$ cat config.mk
export PLATFORM = sky130hd
export DESIGN_NAME = laser_scan_ctrl
export DESIGN_NICKNAME = d
export VERILOG_FILES = /design/src/rtl/laser_pkg.sv /design/src/rtl/laser_frame_timer.sv /design/src/rtl/laser_scan_ctrl.sv
export SDC_FILE = /design/constraint.sdc
export NUM_CORES = 1
export LEC_CHECK = 0
export BUFFER_PORTS_ARGS = -buffer_cell sky130_fd_sc_hd__buf_2
export CAP_MARGIN = 20
export CORE_MARGIN = 2
export CORE_UTILIZATION = 36
export CTS_BUF_LIST = sky130_fd_sc_hd__clkbuf_8
export CTS_CLUSTER_SIZE = 12
export DETAILED_ROUTE_END_ITERATION = 10
export PLACE_DENSITY = 0.73
export SYNTH_ARGS = -nofsm -noshare
export SYNTH_HDL_FRONTEND = slang
export SYNTH_SLANG_ARGS = --single-unit
$ cat constraint.sdc
create_clock -name clk -period 1.9 [get_ports clk]
set_input_delay 0.095 -clock clk [delete_from_list [all_inputs] [get_ports clk]]
set_output_delay 0.095 -clock clk [all_outputs]
set_load 0.005 [all_outputs]
$ cat src/rtl/laser_pkg.sv
// Shared definitions for the laser scan controller: FSM state encoding and
// default geometry/timeout parameters.
package laser_pkg;

  localparam int unsigned XY_W_DEFAULT       = 32;
  localparam int unsigned MAX_FRAMES_DEFAULT = 8;
  localparam int unsigned FRAME_CNT_W        = 8;

  typedef enum logic [1:0] {
    ST_IDLE = 2'd0,
    ST_ARM  = 2'd1,
    ST_SCAN = 2'd2,
    ST_HOLD = 2'd3
  } scan_state_e;

endpackage

$ cat src/rtl/laser_frame_timer.sv
// Saturating frame counter and scan-limit compare for laser_scan_ctrl.
// The limit compare is active only when LASER_SCAN_TIMEOUT_EN is defined.
module laser_frame_timer
  import laser_pkg::*;
#(
  parameter int unsigned MAX_FRAMES = MAX_FRAMES_DEFAULT
) (
  input  logic                   clk,
  input  logic                   reset_n,
  input  logic                   clr,
  input  logic                   inc,
  output logic [FRAME_CNT_W-1:0] frame_cnt,
  output logic                   at_limit
);

  localparam logic [FRAME_CNT_W-1:0] LIMIT = FRAME_CNT_W'(MAX_FRAMES);

  logic [FRAME_CNT_W-1:0] frame_cnt_q;
  logic [FRAME_CNT_W-1:0] frame_cnt_d;

  always_comb begin
    frame_cnt_d = frame_cnt_q;
    if (clr) begin
      frame_cnt_d = '0;
    end else if (inc && (frame_cnt_q != '1)) begin
      frame_cnt_d = frame_cnt_q + 1'b1;
    end
  end

  always_ff @(posedge clk) begin
    if (!reset_n) begin
      frame_cnt_q <= '0;
    end else begin
      frame_cnt_q <= frame_cnt_d;
    end
  end

  assign frame_cnt = frame_cnt_q;

`ifdef LASER_SCAN_TIMEOUT_EN
  assign at_limit = (frame_cnt_q == LIMIT);
`else
  // Timeout disabled: compare kept so MAX_FRAMES stays referenced, but masked off.
  assign at_limit = (frame_cnt_q == LIMIT) && 1'b0;
`endif

endmodule

$ cat src/rtl/laser_scan_ctrl.sv
// Laser scan controller: arms the detector per frame, captures the first hit
// and holds it until acknowledged. Optional miss timeout via LASER_SCAN_TIMEOUT_EN.
module laser_scan_ctrl
  import laser_pkg::*;
#(
  parameter int unsigned MAX_FRAMES = MAX_FRAMES_DEFAULT,
  parameter int unsigned XY_W       = XY_W_DEFAULT
) (
  input  logic            clk,
  input  logic            reset_n,
  input  logic            start,
  input  logic            abort,
  input  logic            sof,
  input  logic            eof,
  input  logic            pixel_valid,
  input  logic            det_found,
  input  logic [XY_W-1:0] det_xy,
  output logic            det_en,
  output logic            det_clr,
  output logic            busy,
  output logic [XY_W-1:0] result_xy,
  output logic            result_valid,
  output logic            result_miss,
  input  logic            result_ack,
  output logic [7:0]      frame_cnt
);

  scan_state_e state_q, state_d;

  logic            det_en_q, det_en_d;
  logic            det_clr_q, det_clr_d;
  logic            busy_q, busy_d;
  logic [XY_W-1:0] result_xy_q, result_xy_d;
  logic            result_valid_q, result_valid_d;
  logic            result_miss_q, result_miss_d;

  logic frame_clr;
  logic frame_inc;
  logic at_limit;

  laser_frame_timer #(
    .MAX_FRAMES (MAX_FRAMES)
  ) u_frame_timer (
    .clk       (clk),
    .reset_n   (reset_n),
    .clr       (frame_clr),
    .inc       (frame_inc),
    .frame_cnt (frame_cnt),
    .at_limit  (at_limit)
  );

  always_comb begin
    state_d        = state_q;
    det_en_d       = 1'b0;
    det_clr_d      = 1'b0;
    result_xy_d    = result_xy_q;
    result_valid_d = result_valid_q;
    result_miss_d  = result_miss_q;
    frame_clr      = 1'b0;
    frame_inc      = 1'b0;

    if (abort) begin
      state_d        = ST_IDLE;
      result_valid_d = 1'b0;
      det_clr_d      = (state_q != ST_IDLE);
    end else begin
      case (state_q)
        ST_IDLE: begin
          if (start) begin
            state_d   = ST_ARM;
            det_clr_d = 1'b1;
            frame_clr = 1'b1;
          end
        end
        ST_ARM: begin
          if (sof && pixel_valid) begin
            state_d   = ST_SCAN;
            frame_inc = 1'b1;
            det_en_d  = pixel_valid;
          end
        end
        ST_SCAN: begin
          // A hit in the same beat as eof takes priority over the frame boundary.
          if (det_found) begin
            state_d        = ST_HOLD;
            result_xy_d    = det_xy;
            result_valid_d = 1'b1;
            result_miss_d  = 1'b0;
          end else if (eof && pixel_valid) begin
            if (at_limit) begin
              state_d        = ST_HOLD;
              result_valid_d = 1'b1;
              result_miss_d  = 1'b1;
            end else begin
              state_d   = ST_ARM;
              det_clr_d = 1'b1;
            end
          end else begin
            det_en_d = pixel_valid;
          end
        end
        ST_HOLD: begin
          if (result_ack) begin
            state_d        = ST_IDLE;
            result_valid_d = 1'b0;
          end
        end
        default: state_d = ST_IDLE;
      endcase
    end

    busy_d = (state_d != ST_IDLE);
  end

  always_ff @(posedge clk) begin
    if (!reset_n) begin
      state_q        <= ST_IDLE;
      det_en_q       <= 1'b0;
      det_clr_q      <= 1'b0;
      busy_q         <= 1'b0;
      result_xy_q    <= '0;
      result_valid_q <= 1'b0;
      result_miss_q  <= 1'b0;
    end else begin
      state_q        <= state_d;
      det_en_q       <= det_en_d;
      det_clr_q      <= det_clr_d;
      busy_q         <= busy_d;
      result_xy_q    <= result_xy_d;
      result_valid_q <= result_valid_d;
      result_miss_q  <= result_miss_d;
    end
  end

  assign det_en       = det_en_q;
  assign det_clr      = det_clr_q;
  assign busy         = busy_q;
  assign result_xy    = result_xy_q;
  assign result_valid = result_valid_q;
  assign result_miss  = result_miss_q;

endmodule

# Word-level counts from Yosys, hierarchy flattened

Index checks and enable logic that the tools add are counted.

Register bits after elaboration: 46
Latch bits: 0
RAM bits: 0
Bits in read-only memories: 0
Input bits: 41
Output and inout bits: 45
Logic and storage cells: 51
Memories kept: 0

Add/sub/neg operators: 1
Multipliers: 0
Div/mod/pow operators: 0
$lt $le $gt $ge: 0
Eq/ne operators: 6
Shift operators: 0
Multiplexer cells: 24
Bitwise gates (word level): 2
Reductions and logical operators: 11

Operators by type and width:

| kind                  | number |
|---|---|
| $mux W1               | 14 |
| $mux W2               | 6 |
| $add A8 B1 Y8 const B | 1 |
| $ne A8 B8 Y1 const B  | 1 |
| $pmux W2 S4           | 1 |
| $pmux W1 S2           | 3 |
| $reduce_and A3 Y1     | 2 |
| $reduce_bool A2 Y1    | 3 |
| $eq A2 B2 Y1 const B  | 2 |
| $ne A2 B2 Y1 const B  | 2 |
| $reduce_or A2 Y1      | 2 |
| $logic_and A1 B1 Y1   | 3 |
| $eq A2 B1 Y1 const B  | 1 |
| $logic_not A2 Y1      | 1 |
| $not A1 Y1            | 2 |

# Longest topological paths before layout

Gate-level depths: netlist of the first run.

Depth in word-level cells: 6
Mapped depth: 8

# Modules after synthesis

A second synthesis of the first run with hierarchy kept.

Cells, all modules: 241
Area, all modules: 2080.7 sq um

By module, submodules not included:

| module            | instances | cells an instance | area each (sq um) | seq. area each (sq um) |
|---|---|---|---|---|
| laser_scan_ctrl   | 1         | 193               | 1647.8            | 780.7 |
| laser_frame_timer | 1         | 48                | 432.9             | 160.2 |

# Least setup slack after synthesis of the first run

No wires, ideal clock.

Path type: register to register
Start: register state_q[0]
End: register result_xy_q[12] (netlist: result_xy[12])
Library setup time: 0.070 ns
Arrival time: 1.496 ns
Data required time: 1.830 ns
Setup slack: 0.334 ns
Cell stages (with the launch flop): 9
Clock period less this slack: 1.566 ns
Path through: dfxtp_1 inv_1 ha_1 nand2_1 or2_1 clkbuf_1 clkbuf_1 nand2_1 a21boi_1

Word-level cells in the longest chain between the ends: 2

Ends and longest elaborated chain:

| what                               | line                   | RTL |
|---|---|---|
| start: declaration                 | laser_scan_ctrl.sv:28  | `scan_state_e state_q, state_d;` |
| start signal: assignment           | laser_scan_ctrl.sv:125 | `state_q <= state_d;` |
| $eq A2 B2 Y1                       | laser_scan_ctrl.sv:67  | `case (state_q)` |
| $reduce_and A3 Y1 (no source line) | --                     |  |
| end signal: assignment             | laser_scan_ctrl.sv:129 | `result_xy_q <= result_xy_d;` |
| end: declaration                   | laser_scan_ctrl.sv:33  | `logic [XY_W-1:0] result_xy_q, result_xy_d;` |

Every way passes these cells.
A chain may end at the register's enable or synchronous reset.

# Worst setup path in the final report of the first run

Start: register state_q[0]
End: register result_xy_q[28] (netlist: result_xy[28])

Same word-level chain as after synthesis.

==> out/summary.txt, run 1 <==
Top FF cell, synth - dfxtp_1
Fin. max-slew vios - 0
Max Cap Viol - 0
Minimum clock period - 1.69 ns
Starting Density - 37.8%
R2R depth - 7
Post-synth EDFFs - 0
Worst R2R Setup Slack - 0.21 ns
CP Max Fanout - 32
HP Class - primary input to register
WS Path Type - register to register
RR Startpoint - state_q[0]
Power Density - 655 mW/mm2
Row count - 26
First-pass GRT wire length - 7.72 mm
Crit path capture type - register
DRC - 0
GPL Wtd Cong - 0.822
CP Data Required Time - 2.12 ns
Crit path DAT - 1.91 ns
Worst reg2reg endpoint - result_xy[28]
Crit share post-route - 88.9%
Die Ht - 77.4 um
Clock Tree Root - clkbuf_8
Die area - 0.00599 mm2
Worst Hold Path EP - result_xy[21]
GRT Overall Usage - 15.8%
Setup TNS - 0 ns
YS warnings - 0
Syn Area/Cell - 8.51 um2
TritonCTS Sinks - 46
Cell area after synthesis - 0.00194 mm2
Metal3 WL - 257 um
DRT met1 WL - 2.08 mm
Antenna violations before repair - 0
Post-synth top area share - 47.5%
Outcome - completed
Vias in the first global route - 1778
Synthesized netlist cell count - 228
Area growth from synthesis to layout - 30.1%
Core area - 0.00514 mm2
WL final - 4.49 mm
Largest net degree at the start of global routing - 33
Port bufs - 84
Synth top cells by count - 73 x nand2_1, 46 x dfxtp_1, 32 x a21boi_1
Synth area leaders - dfxtp_1 47%, nand2_1 14%, a21boi_1 12%, ha_1 3.9%, a21oi_1 1.8%
# setup viols final - 0
Hold Path Stages - 3
Lkg Pwr - 1.13 nW
CTS tree - done
Post-CTS Resized - 0
Deepest clock path buffer count - 2
Via density per instance - 4.67
Post-CTS Setup Bufs - 0
Later-pin clock latency in the skew report - 0.29 ns
Post-route ant nets - 0
CTS clk-pin slew, worst paths - 0.08 ns
Final setup skew - 0.00749 ns
Most frequent cell after synthesis - nand2_1
Worst hold start - det_xy[21]
Share of cells above drive strength 1 - 32.4%
Netlist cell types - 40
Hold_ws - 0.0380 ns
DR vias - 1783
DR iter-0 viols - 41
Startpoint types - register
Detailed Place HPWL - 3.29 mm
IO Count - 86
Post-CTS Hold Buffers - 0
Top sig layer - met4
Post-synthesis sequential area ratio - 47.5%
GRT Residual Overflow - 0
Final Hold Viols - 0
# nets final - 360
Mapped Nets - 275
Die width - 77.4 um
Antenna diode count - 0
Largest area contributor in the netlist - dfxtp_1
Peak supply drop - 0.291 mV
Fmax - 592 MHz
Seq cells post-synth - 46
FFs w/ async S/R, synth - 0%
Drt pass-1 iters - 4
RSZ-0062 raised after global routing - no
Met2 wire length - 2.09 mm
CTS HTree Levels - 2
CTS buffer count - 5
WL per Instance - 11.8 um
-- worst max-delay path by stage --
stage	from	endpoint	slack [ns]
finish	state_q[0]	result_xy[28]	0.21
global route	state_q[0]	result_xy[23]	0.008
CTS	state_q[0]	result_xy[28]	0.20
detailed placement	state_q[0]	result_xy[28]	0.22
global placement	state_q[1]	u_frame_timer.frame_cnt[4]	0.30
floorplan	state_q[0]	result_xy[12]	0.33
-- through the flow --
step | setup slack (ns) | power (mW) | std cells | area, um2 | util, %
5_1_grt | 0.00821 | 1.73 | 382 | 2520 | 49.1
3_3_place_gp | 0.295 | 1.10 | 376 | 2440 | 47.5
4_1_cts | 0.201 | 1.68 | 382 | 2520 | 49.1
2_1_floorplan | 0.334 | 1.03 | 228 | 1940 | -
6_report | 0.210 | 1.65 | 382 | 2520 | 49.1
3_5_place_dp | 0.224 | 1.10 | 376 | 2440 | 47.5
-- placed cells by master, fill, tap and decap left out, types with 3 or more instances in the layout --
| cell | count |
|---|---|
| clkbuf_8 | 6 |
| nand2_1 | 73 |
| a21oi_1 | 7 |
| xor2_1 | 3 |
| nand3_1 | 3 |
| dfxtp_1 | 46 |
| ha_1 | 6 |
| inv_1 | 3 |
| buf_2 | 84 |
| o21ai_1 | 3 |
| a21boi_1 | 32 |
| buf_4 | 5 |
| nor2_1 | 6 |
-- final cells by class --
cell class / instances / area [um2]
Clock buffer: 6 / 82.6
Fill cell: 543 / 2620
Inverter: 3 / 11.3
Multi-Input combinational cell: 168 / 965
Sequential cell: 46 / 921
Tap cell: 70 / 87.6
Timing Repair Buffer: 89 / 458
-- cells by family (layout without fill, tap and decap cells) --
group,after synthesis,in the layout,synth area share [%]
AO/OA/AOI/OAI,56,56,20.8
XOR/XNOR,3,3,1.35
adder cells (fa/ha/maj),6,6,3.87
buffers and inverters,14,98,2.97
flip-flops,46,46,47.5
multiplexers,1,1,0.516
other,1,1,0.193
AND/OR/NAND/NOR,101,101,22.9
-- critical path: stages (launching register included) --
cell and delay [ns]:
dfxtp_1 0.39, inv_1 0.10, ha_1 0.29, nand2_1 0.15, or2_1 0.11, buf_4 0.31
nand2_1 0.09, a21boi_1 0.16
-- flip-flops by register name, indices dropped and copies added (netlist names) --
register,cells
busy,1
state_q,2
result_xy,32
result_valid,1
u_frame_timer.frame_cnt,8
det_en,1
det_clr,1
-- report_power, final --
group	leakage, nW	switching, mW	internal (mW)
Combinational	0.719	0.0500	0.0549
Sequential	0.371	0.00178	0.967
Clock	0.0431	0.299	0.281
Total	1.13	0.351	1.30
-- layer usage --
layer / GRT usage (%) / up-vias
li1: - / 933
met1: 18.0 / 791
met2: 27.8 / 53
met3: 4.42 / 6
met4: 6.43 / 0
met5: 0 / -
No activity file was read; power rests on OpenSTA's default activity.
==> run 2, diff against run 1 <==
Settings changed: CORE_UTILIZATION 36 to 45, PLACE_DENSITY 0.73 to 0.86.
==> out/summary.txt, run 2 (synthesis gave the netlist of run 1 again) <==
Outcome - completed
Slew HR - 61.4%
Peak supply drop - 0.403 mV (+38%)
CTS clk-pin slew, worst paths - 0.08 ns (about the same)
Row count - 23 (-12%)
Share of cells above drive strength 1 - 32.2% (-0.22 points)
Most common cell after layout, fill and taps aside - buf_2
Die area - 0.00485 mm2 (-19%)
DR vias - 1801 (+1.0%)
Crit path capture type - register
Detailed Place HPWL - 3.19 mm (-3.2%)
Die width - 69.7 um (-10%)
WL final - 4.31 mm (-4.1%)
Inst Count DP - 354 (-5.9%)
Vias in the first global route - 1603 (-9.8%)
Core area - 0.00409 mm2 (-20%)
Power Density - 644 mW/mm2 (-1.7%)
Hold Path Stages - 3 (unchanged)
DRC - 0 (unchanged)
Cell Area, Placed - 0.00243 mm2 (-0.61%)
DR iter-0 viols - 88 (+110%)
WL per Instance - 11.9 um (+1.5%)
CP Max Fanout - 4 (-88%)
Fillers - 385 (-29%)
GRT Residual Overflow - 0 (unchanged)
Worst setup margin - 0.206 ns (-0.00446 ns)
First-pass GRT wire length - 7.17 mm (-7.1%)
GRT Overall Usage - 17.7% (+1.9 points)
Pin slew with the least headroom to its limit - 0.575 ns
Post-route ant nets - 0 (unchanged)
R2R depth - 6 (-1)
CP Data Required Time - 2.13 ns (about the same)
WS Path Type - register to register
Fmax - 590 MHz (-0.26%)
Drt pass-1 iters - 5 (+1)
Area of the multi-input gates - 965 um2 (unchanged)
Deepest clock path buffer count - 2 (unchanged)
Fin util - 61.3% (+12 points)
Crit share post-route - 89.2% (+0.23 points)
TritonCTS Sinks - 46 (unchanged)
Die Ht - 69.7 um (-10%)
Lkg Pwr - 1.13 nW (about the same)
Fin. max-slew vios - 0 (unchanged)
Later-pin clock latency in the skew report - 0.28 ns (about the same)
Post-CTS Hold Buffers - 0 (unchanged)
Non-Filler Instances - 361 (-5.5%)
Setup TNS - 0 ns (unchanged)
Largest net degree at the start of global routing - 33 (unchanged)
Antenna diode count - 0 (unchanged)
Final Cell Area - 0.00251 mm2 (-0.74%)
RSZ-0062 raised after global routing - no
# setup viols final - 0 (unchanged)
Minimum clock period - 1.69 ns (+0.00446 ns)
Area growth from synthesis to layout - 29.1%
Clock Tree Root - clkbuf_8
Crit path DAT - 1.93 ns (+0.02 ns)
CTS HTree Levels - 2 (unchanged)
Commonest non-fill, non-tap cells in the layout - 84 x buf_2, 73 x nand2_1, 46 x dfxtp_1
Place WS - 0.219 ns (-0.00494 ns)
Via density per instance - 4.99 (+6.9%)
Port bufs - 84 (unchanged)
Final Hold Viols - 0 (unchanged)
Startpoint types - register
Final setup skew - 0.00508 ns (-0.00241 ns)
Antenna violations before repair - 0 (unchanged)
CTS buffer count - 5 (unchanged)
IO Count - 86 (unchanged)
Max FFs per register - 32 (unchanged)
Post-CTS Setup Bufs - 0 (unchanged)
CTS tree - done
# nets final - 358 (-0.56%)
HP Class - primary input to register
Max Cap Viol - 0 (unchanged)
Sequential cell area - 921 um2 (unchanged)
Post-CTS Resized - 0 (unchanged)
GPL Wtd Cong - 0.854 (+3.9%)
Starting Density - 47.5% (+9.7 points)
==> run 2: worst max-delay path, stage by stage (launching register included) <==
cell and delay, ns:
dfxtp_1 0.33, inv_1 0.12, ha_1 0.22, and4b_2 0.30, o21ai_2 0.11, or4_1 0.47, nand2_1 0.08
==> run 2: metal layers <==
metal	vias up	global-route usage, %	routed length [um]
met4	0	6.41	27
met3	2	2.91	186
met1	823	22.4	1990
met5	-	0	0
met2	50	30.3	2100
li1	926	-	-
==> run 2: per-stage QoR <==
step | hold WS [ns] | power (mW)
finish | 0.0342 | 1.61
global route | 0.0225 | 1.69
CTS | 0.0224 | 1.65
detailed placement | 0.340 | 1.09
global placement | 0.333 | 1.09
floorplan | 0.230 | 1.03
==> run 2: worst paths after layout <==
path | start | to | slack, ns
max | state_q[1] | u_frame_timer.frame_cnt[4] | 0.21
min | det_xy[29] | result_xy[29] | 0.03
max reg2reg | state_q[1] | u_frame_timer.frame_cnt[4] | 0.21
min reg2reg | result_xy[18] | result_xy[18] | 0.45
==> run 2: report_power, final <==
part	total [mW]	leakage [nW]	switching, mW	internal [mW]
clock	0.543	0.0438	0.296	0.247
combinational	0.101	0.718	0.0478	0.0534
sequential	0.969	0.371	0.00191	0.967
==> run 2: layout make-up <==
type	instances	area share [%]
multi-input cells	168	38.5
flip-flops and latches	46	36.7
repair buffers	87	18.7
clock buffers	5	2.75
well taps	50	2.50
inverters	3	0.449
clock inverters	2	0.399
==> run 3, diff against run 2 <==
Settings changed: ABC_AREA from default to 1, PLACE_DENSITY 0.86 to 0.85.
==> out/summary.txt, run 3 <==
Row count - 24 (+4.3%)
Minimum clock period - 1.64 ns (-0.0503 ns)
Syn Area/Cell - 7.39 um2 (-13%)
Drt pass-1 iters - 4 (-1)
Post-CTS Setup Bufs - 0 (unchanged)
Worst hold start - det_xy[27]
HP Class - primary input to register
Startpoint types - register
Via density per instance - 4.79 (-4.1%)
Cell area after synthesis - 0.00203 mm2 (+4.7%)
Worst reg2reg endpoint - result_xy[17]
Power Density - 688 mW/mm2 (+6.9%)
Seq cells post-synth - 46 (unchanged)
Die area - 0.00507 mm2 (+4.4%)
DRC - 0 (unchanged)
Post-synth top area share - 45.3% (-2.1 points)
Starting Density - 46.7% (-0.82 points)
Mapped Nets - 322 (+17%)
Crit share post-route - 86.5% (-2.6 points)
Fmax - 608 MHz (+3.1%)
Lkg Pwr - 1.35 nW (+19%)
Area growth from synthesis to layout - 25.2%
GPL Wtd Cong - 0.892 (+4.4%)
Post-synthesis sequential area ratio - 45.3% (-2.1 points)
Commonest non-fill, non-tap cells in the layout - 84 x buf_2, 81 x nor2_1, 46 x dfxtp_1
Hold Path Stages - 3 (unchanged)
Later-pin clock latency in the skew report - 0.29 ns (about the same)
Worst setup margin - 0.256 ns (+0.0503 ns)
Fin. max-slew vios - 0 (unchanged)
CTS tree - done
DR vias - 1962 (+8.9%)
CTS HTree Levels - 2 (unchanged)
YS warnings - 0 (unchanged)
Most frequent cell after synthesis - nor2_1
Detailed Place HPWL - 3.21 mm (+0.68%)
DR iter-0 viols - 110 (+25%)
Fin util - 58.4% (-2.9 points)
Crit path DAT - 1.87 ns (-0.06 ns)
First-pass GRT wire length - 7.60 mm (+6.1%)
IO Count - 86 (unchanged)
WS Path Type - register to register
Final setup skew - 0.00860 ns (+0.00352 ns)
Share of cells above drive strength 1 - 29.9% (-2.3 points)
Max Cap Viol - 0 (unchanged)
Clock Tree Root - clkbuf_8
FFs w/ async S/R, synth - 0% (unchanged)
Crit path capture type - register
Antenna violations before repair - 0 (unchanged)
Deepest clock path buffer count - 2 (unchanged)
Final Cell Area - 0.00254 mm2 (+1.5%)
Netlist cell types - 25 (-38%)
Power consumption - 1.75 mW (+8.6%)
Synth area leaders - dfxtp_1 45%, nor2_1 15%, nand2_1 6.8%, o21ai_0 6.7%, ha_1 3.7%
Peak supply drop - 0.457 mV (+14%)
Outcome - completed
Post-CTS Hold Buffers - 0 (unchanged)
Fillers - 389 (+1.0%)
Synth top cells by count - 81 x nor2_1, 46 x dfxtp_1, 37 x nand2_1
Final Hold Viols - 0 (unchanged)
Vias in the first global route - 1823 (+14%)
Worst R2R Setup Slack - 0.26 ns (+0.05 ns)
Post-synth EDFFs - 0 (unchanged)
Die width - 71.2 um (+2.2%)
Setup TNS - 0 ns (unchanged)
CTS clk-pin slew, worst paths - 0.09 ns (about the same)
RR Startpoint - state_q[0]
RSZ-0062 raised after global routing - no
GRT Overall Usage - 18.1% (+0.45 points)
WL per Instance - 11.0 um (-8.2%)
Pin slew with the least headroom to its limit - 0.515 ns (-0.0599 ns)
Sequential cell area - 921 um2 (unchanged)
Max FFs per register - 32 (unchanged)
Largest area contributor in the netlist - dfxtp_1
GRT Residual Overflow - 0 (unchanged)
Post-route ant nets - 0 (unchanged)
R2R depth - 7 (+1)
WL final - 4.49 mm (+4.3%)
Post-CTS Resized - 0 (unchanged)
# setup viols final - 0 (unchanged)
CP Data Required Time - 2.13 ns (about the same)
Worst Hold Path EP - result_xy[27]
CTS buffer count - 5 (unchanged)
TritonCTS Sinks - 46 (unchanged)
Die Ht - 71.2 um (+2.2%)
Synthesized netlist cell count - 275 (+21%)
Place WS - 0.255 ns (+0.0364 ns)
CP Max Fanout - 32 (+28)
# nets final - 404 (+13%)
Port bufs - 84 (unchanged)
Hold_ws - 0.0188 ns (-0.0154 ns)
Top FF cell, synth - dfxtp_1
Largest net degree at the start of global routing - 36 (+9.1%)
Slew HR - 65.6% (+4.2 points)
Inst Count DP - 402 (+14%)
Most common cell after layout, fill and taps aside - buf_2
Core area - 0.00435 mm2 (+6.6%)
Non-Filler Instances - 410 (+14%)
Cell Area, Placed - 0.00245 mm2 (+0.77%)
Antenna diode count - 0 (unchanged)
Area of the multi-input gates - 946 um2 (-1.9%)
run 3: worst max path at each step:
| stage | slack [ns] | cells past startpoint | from | to |
|---|---|---|---|---|
| floorplan | 0.56 | 8 | state_q[1] | u_frame_timer.frame_cnt[6] |
| global placement | 0.32 | 7 | state_q[0] | result_xy[1] |
| detailed placement | 0.26 | 7 | state_q[0] | result_xy[1] |
| CTS | 0.24 | 7 | state_q[0] | result_xy[18] |
| global route | 0.05 | 7 | state_q[0] | result_xy[21] |
| finish | 0.26 | 7 | state_q[0] | result_xy[17] |
run 3: area by class of cell:
class	count	share of cell area (%)
Multi-Input combinational cell	197	37.2
Sequential cell	46	36.2
Timing Repair Buffer	86	17.1
Clock buffer	6	3.24
Inverter	21	3.10
Tap cell	52	2.56
Clock inverter	2	0.639
run 3: per-layer routing:
metal / vias to the layer above / GRT usage (%) / wire [um]
met2: 60 / 31.0 / 2130
met3: 2 / 5.56 / 311
met4: 0 / 4.40 / 15
met1: 875 / 22.3 / 2040
met5: - / 0 / 0
li1: 1025 / - / -
run 3: cell families after synthesis:
group / Yosys count / share of synthesized area, %
other cells: 1 / 0.185
simple gates: 145 / 31.2
flops: 46 / 45.3
buf+inv: 32 / 8.13
compound gates: 44 / 11.0
xor+xnor: 1 / 0.431
fa+ha+maj: 6 / 3.69
run 3: where the power goes:
| group | internal (mW) | switching, mW | leakage, nW |
|---|---|---|---|
| Clock | 0.300 | 0.336 | 0.0478 |
| Sequential | 0.977 | 0.00741 | 0.372 |
| Combinational | 0.0607 | 0.0700 | 0.929 |
| Total | 1.34 | 0.414 | 1.35 |
run 3: worst max-delay path, cell delays in order (launching register included):
cell,delay [ns]
dfxtp_1,0.39
inv_1,0.11
ha_1,0.28
nand2_1,0.16
nor2_4,0.05
inv_2,0.38
nor2_1,0.09
nor2_1,0.12
